## src/rtl/flow_ctrl_pkg.sv

```systemverilog
// Shared definitions for the flow_ctrl FIFO flow-control FSM.
// State indices, one-hot state vector width and the state enum live here so
// the top and any debug consumers of state_o agree on the encoding.
package flow_ctrl_pkg;

  localparam int unsigned STATE_W   = 7;
  localparam int unsigned ERR_CNT_W = 8;

  localparam int unsigned S_RESET          = 0;
  localparam int unsigned S_ERROR          = 1;
  localparam int unsigned S_INIT           = 2;
  localparam int unsigned S_IDLE_EMPTY     = 3;
  localparam int unsigned S_PAUSE          = 4;
  localparam int unsigned S_CONTINUE_STATE = 5;
  localparam int unsigned S_ACTIVE         = 6;

  typedef enum logic [STATE_W-1:0] {
    ST_RESET    = STATE_W'(1 << S_RESET),
    ST_ERROR    = STATE_W'(1 << S_ERROR),
    ST_INIT     = STATE_W'(1 << S_INIT),
    ST_IDLE     = STATE_W'(1 << S_IDLE_EMPTY),
    ST_PAUSE    = STATE_W'(1 << S_PAUSE),
    ST_CONTINUE = STATE_W'(1 << S_CONTINUE_STATE),
    ST_ACTIVE   = STATE_W'(1 << S_ACTIVE)
  } state_e;

endpackage

```

## src/rtl/fc_sat_counter.sv

```systemverilog
// Saturating up-counter with synchronous clear, used for the PAUSE dwell
// counter and the optional ERROR-entry counter. Clear wins over increment.
module fc_sat_counter #(
  parameter int unsigned W = 8
) (
  input  logic         clk,
  input  logic         rst,
  input  logic         enb,
  input  logic         clr,
  input  logic         inc,
  output logic [W-1:0] cnt
);

  // Count register: async active-low reset, holds when enb is low.
  always_ff @(posedge clk or negedge rst) begin
    if (!rst) begin
      cnt <= '0;
    end else if (enb) begin
      if (clr) begin
        cnt <= '0;
      end else if (inc && (cnt != '1)) begin
        cnt <= cnt + W'(1);
      end
    end
  end

endmodule

```

## src/rtl/flow_ctrl.sv

```systemverilog
// flow_ctrl: watches per-FIFO status flags and issues pause/continue/error
// commands through a one-hot FSM. Outputs are registered from the next state.
// Optional build macro FLOW_CTRL_ERR_CNT_EN adds the err_cnt output.
module flow_ctrl
  import flow_ctrl_pkg::*;
#(
  parameter int unsigned N_CH  = 5,
  parameter int unsigned TMO_W = 8
) (
  input  logic               clk,
  input  logic               rst,
  input  logic               enb,
  input  logic               iniciar,
  input  logic               clr_error,
  input  logic [TMO_W-1:0]   pause_tmo,
  input  logic [N_CH-1:0]    almost_full,
  input  logic [N_CH-1:0]    full,
  input  logic [N_CH-1:0]    almost_empty,
  input  logic [N_CH-1:0]    empty,
  output logic [N_CH-1:0]    continuar,
  output logic [N_CH-1:0]    pausa,
  output logic [N_CH-1:0]    error_full,
  output logic               idle,
  output logic               tmo_err,
  output logic [STATE_W-1:0] state_o
`ifdef FLOW_CTRL_ERR_CNT_EN
  ,
  output logic [ERR_CNT_W-1:0] err_cnt
`endif
);

  state_e           state, state_nxt;
  logic [TMO_W-1:0] dwell_cnt, dwell_now;
  logic             tmo_hit, tmo_entry, err_entry;
  logic [N_CH-1:0]  continuar_d, pausa_d, error_full_d;
  logic             idle_d, tmo_err_d;

  // dwell_now counts PAUSE cycles including the current one, so a timeout of
  // N leaves PAUSE after exactly N cycles of pausa.
  always_comb begin
    dwell_now = (dwell_cnt == '1) ? dwell_cnt : dwell_cnt + TMO_W'(1);
    tmo_hit   = (pause_tmo != '0) && (dwell_now == pause_tmo);
  end

  // Next-state selection; full always has top priority.
  always_comb begin
    state_nxt = state;
    tmo_entry = 1'b0;
    case (state)
      ST_RESET:    state_nxt = ST_INIT;
      ST_INIT:     if (iniciar) state_nxt = ST_IDLE;
      ST_IDLE: begin
        if (|full)       state_nxt = ST_ERROR;
        else if (|empty) state_nxt = ST_IDLE;
        else             state_nxt = ST_ACTIVE;
      end
      ST_ACTIVE: begin
        if (|full)              state_nxt = ST_ERROR;
        else if (|almost_full)  state_nxt = ST_PAUSE;
        else if (|empty)        state_nxt = ST_IDLE;
        else if (|almost_empty) state_nxt = ST_CONTINUE;
        else                    state_nxt = ST_ACTIVE;
      end
      ST_CONTINUE: state_nxt = (|full) ? ST_ERROR : ST_ACTIVE;
      ST_PAUSE: begin
        if (|full) begin
          state_nxt = ST_ERROR;
        end else if (tmo_hit) begin
          state_nxt = ST_ERROR;
          tmo_entry = 1'b1;
        end else if (|almost_full) begin
          state_nxt = ST_PAUSE;
        end else begin
          state_nxt = ST_ACTIVE;
        end
      end
      ST_ERROR:    if (clr_error) state_nxt = ST_INIT;
      default:     state_nxt = ST_RESET;
    endcase
  end

  // Output values for the state being entered; error flags are captured on
  // ERROR entry and held while ERROR persists.
  always_comb begin
    err_entry    = (state_nxt == ST_ERROR) && (state != ST_ERROR);
    continuar_d  = (state_nxt == ST_CONTINUE) ? almost_empty : '0;
    pausa_d      = (state_nxt == ST_PAUSE) ? almost_full : '0;
    idle_d       = (state_nxt == ST_IDLE);
    error_full_d = '0;
    tmo_err_d    = 1'b0;
    if (err_entry) begin
      error_full_d = full;
      tmo_err_d    = tmo_entry;
    end else if (state_nxt == ST_ERROR) begin
      error_full_d = error_full;
      tmo_err_d    = tmo_err;
    end
  end

  // State and output registers.
  always_ff @(posedge clk or negedge rst) begin
    if (!rst) begin
      state      <= ST_RESET;
      continuar  <= '0;
      pausa      <= '0;
      error_full <= '0;
      idle       <= 1'b0;
      tmo_err    <= 1'b0;
    end else if (enb) begin
      state      <= state_nxt;
      continuar  <= continuar_d;
      pausa      <= pausa_d;
      error_full <= error_full_d;
      idle       <= idle_d;
      tmo_err    <= tmo_err_d;
    end
  end

  assign state_o = state;

  fc_sat_counter #(.W(TMO_W)) u_dwell (
    .clk (clk),
    .rst (rst),
    .enb (enb),
    .clr ((state_nxt == ST_PAUSE) && (state != ST_PAUSE)),
    .inc (state == ST_PAUSE),
    .cnt (dwell_cnt)
  );

`ifdef FLOW_CTRL_ERR_CNT_EN
  fc_sat_counter #(.W(ERR_CNT_W)) u_err_cnt (
    .clk (clk),
    .rst (rst),
    .enb (enb),
    .clr (1'b0),
    .inc (err_entry),
    .cnt (err_cnt)
  );
`endif

endmodule

```

## config.mk

```make
export PLATFORM = sky130hd
export DESIGN_NAME = flow_ctrl
export DESIGN_NICKNAME = d
export VERILOG_FILES = /design/src/rtl/flow_ctrl_pkg.sv /design/src/rtl/fc_sat_counter.sv /design/src/rtl/flow_ctrl.sv
export SDC_FILE = /design/constraint.sdc
export NUM_CORES = 1
export LEC_CHECK = 0
export CORE_MARGIN = 2
export CORE_UTILIZATION = 30
export DETAILED_ROUTE_END_ITERATION = 12
export GPL_TIMING_DRIVEN = 0
export HOLD_SLACK_MARGIN = 0.1
export MAX_ROUTING_LAYER = met4
export SETUP_SLACK_MARGIN = 0.02
export SLEW_MARGIN = 20
export SYNTH_ARGS = -nofsm -noshare
export SYNTH_HDL_FRONTEND = slang
export SYNTH_SLANG_ARGS = --single-unit
```

## constraint.sdc

```tcl
create_clock -name clk -period 4.07 [get_ports clk]
set_input_delay 0.814 -clock clk [delete_from_list [all_inputs] [get_ports clk]]
set_output_delay 0.814 -clock clk [all_outputs]
set_load 0.02 [all_outputs]
```

==> metrics <==
Core Box Area=6760 um2; post-synth top area cell=dfrtp_1; H-tree Lvls=2; FFs w/ async S/R, synth=1.00; largest cells by area after synthesis=dfrtp_1, o2bb2ai_1, nand2_1, o21ai_0, nor2_1; Fin. Hold Viols=0; DR pass1 iterations=4; Post-synth top cells=dfrtp_1, nand2_1, nor2_1; setup TNS=0 ps; die area=7650 um2; final setup vio count=0; post-synth design cell area=2090 um2; unrepaired setup endpoints after global routing=false; FF/Latch Area=802 um2; Worst IR Drop VDD=110 uV; 1st-iter DRT viols=91; Synth top area share=0.371; leakage power total=1.13 nW; post-CTS resize count=0; Final nets=333; crit-path max FO=8; Clock Skew=7.44 ps; post-synthesis register bit count=32; Yosys warnings=0; layout cells sized above 1=0.0936; Post-CTS Repair Setup Buffers=0; pwr dens=291 nW/um2; period utilization=0.731; Initial Utilization=0.309; final non-filler cell total=379; Syn-to-layout area delta=36.4%; Max Fclk=336 MHz; remaining antenna violation count=0; Top Family by Delay on Critical Path=simple AND/OR/NAND/NOR gates; CTS tree=done; I/O pins=57; Hold Worst Slack=418 ps; Chip Height=87.5 um; first-pass GRT wire length=9.67 mm; worst slew pin tran=858 ps; antenna fix cells=0; CP max stage cell=or4_1; run status=finished, final reports clean; Synth Flop Type=dfrtp_1; syn_area_per_cell=8.90 um2; GPL Wtd Cong=0.876; DRC Markers=0; Die Wd=87.5 um; Port Buffers=56; Post-Place Cells=372; DR vias=2109; crit path cell chain=clkdlybuf4s50_1 > or4_1 > nor4_2 > and3_1 > buf_2 > a32oi_2 > o21bai_1 > a22o_1; CP required=4240 ps; # hold bufs at CTS=0; Largest stage delay, worst path=600 ps; worst path bufs/invs=2; Multi-input gate area=1190 um2; routed length per instance=15.3 um; synthesized net count=269; PnR worst setup slack=1090 ps; Cells after Synth=235; vias per inst=5.56; Seq/Total Area, Yosys=0.384; number of synthesized flops with an enable pin=0; Max-cap violations=0; Max Slew Vio Count=0; slew margin rel.=0.424; min-delay worst type=in2async; critical path class=in2reg; clk sinks=32; Skew-Pair Late Insertion Delay=280 ps; vias in the first global route=2041; final core occ=0.422; TritonCTS Buffers=5; Critical Path Source Type=input pin; fin crit period=2980 ps; most common cell in the netlist=dfrtp_1; Worst EP arrival=3150 ps; Clk pin slew, worst setup/hold paths=70 ps; total gr overflow=0; CTS root buf=clkbuf_8; largest net degree at the start of global routing=23; initial antenna violation count=0; GRT Overall Usage=0.166; # rows=30; overall routed net length=5.79 mm; fill count=686; hpwl dp=4.37 mm; crit end category=flop; post-place setup slack=819 ps; CTS max path bufs=2; post-synth cell types=54
-- final timing paths --
path | startpoint | slack [ps] | cells after the start | to
max | full[1] | 1090 | 8 | u_dwell.cnt[7]
min | rst | 420 | 1 | continuar[2]
max reg2reg | u_dwell.cnt[0] | 1250 | 9 | pausa[2]
min reg2reg | tmo_err | 490 | 2 | tmo_err
max in group asynchronous | rst | 3240 | 2 | state_o[1]
min in group clk | tmo_err | 490 | 2 | tmo_err
-- layout by cell type, fill, tap and decap left out, types with 5 or more instances in the layout --
| cell | n |
|---|---|
| nor2b_1 | 8 |
| nor2_1 | 15 |
| buf_2 | 6 |
| o21ai_0 | 13 |
| xnor2_1 | 5 |
| and3_1 | 7 |
| clkdlybuf4s50_1 | 55 |
| nor3_1 | 7 |
| nand3_1 | 11 |
| clkbuf_8 | 5 |
| or4_1 | 5 |
| nand4_1 | 5 |
| a21oi_1 | 11 |
| nor4_1 | 6 |
| clkbuf_1 | 7 |
| dfrtp_1 | 31 |
| o2bb2ai_1 | 12 |
| a22o_1 | 6 |
| nand2_1 | 22 |
| a31oi_1 | 8 |
| inv_1 | 7 |
-- metal layers --
metal  part of all wire  vias to the layer above  track usage
met4              0.015                        0       0.0545
met1               0.48                     1011        0.233
met2               0.46                       60        0.240
met3              0.045                       12       0.0294
met5                  0                        -            -
li1                   -                     1026            -
-- layout make-up --
class | instances | area share
plain buffers | 14 | 0.0250
clock buffers | 6 | 0.0254
clock inverters | 1 | 0.00176
inverters | 7 | 0.00921
multi-input cells | 182 | 0.418
flip-flops and latches | 32 | 0.281
well taps | 80 | 0.0351
repair buffers | 57 | 0.204
-- flip-flops by register name, indices dropped and copies added, names as in the netlist --
signal       flops
continuar        5
tmo_err          1
error_full       5
u_dwell.cnt      8
idle             1
pausa            5
state_o          7
-- metrics by stage --
stage          instance area, um2  total power [W]
2_1_floorplan                2090         0.000497
3_3_place_gp                 2750         0.000604
3_5_place_dp                 2770         0.000608
4_1_cts                      2850         0.000842
5_1_grt                      2850         0.000888
6_report                     2850         0.000831
-- report_power, final --
part	internal (W)	total [W]	switching, W
clock	0.000116	0.000228	0.000112
sequential	0.000341	0.000366	0.0000244
combinational	0.000110	0.000237	0.000127
-- kinds of logic (layout without fill, tap and decap cells) --
logic type / Yosys count / count (layout) / synth area share
DFF: 32 / 32 / 0.384
adders and majority gates: 1 / 1 / 0.00598
buffers and inverters: 21 / 85 / 0.0467
AOI/OAI and AO/OA: 71 / 71 / 0.257
xor gates and xnor gates: 7 / 7 / 0.0293
and+or+nand+nor: 100 / 100 / 0.263
muxes: 3 / 3 / 0.0144
No activity file was read; power rests on OpenSTA's default activity.
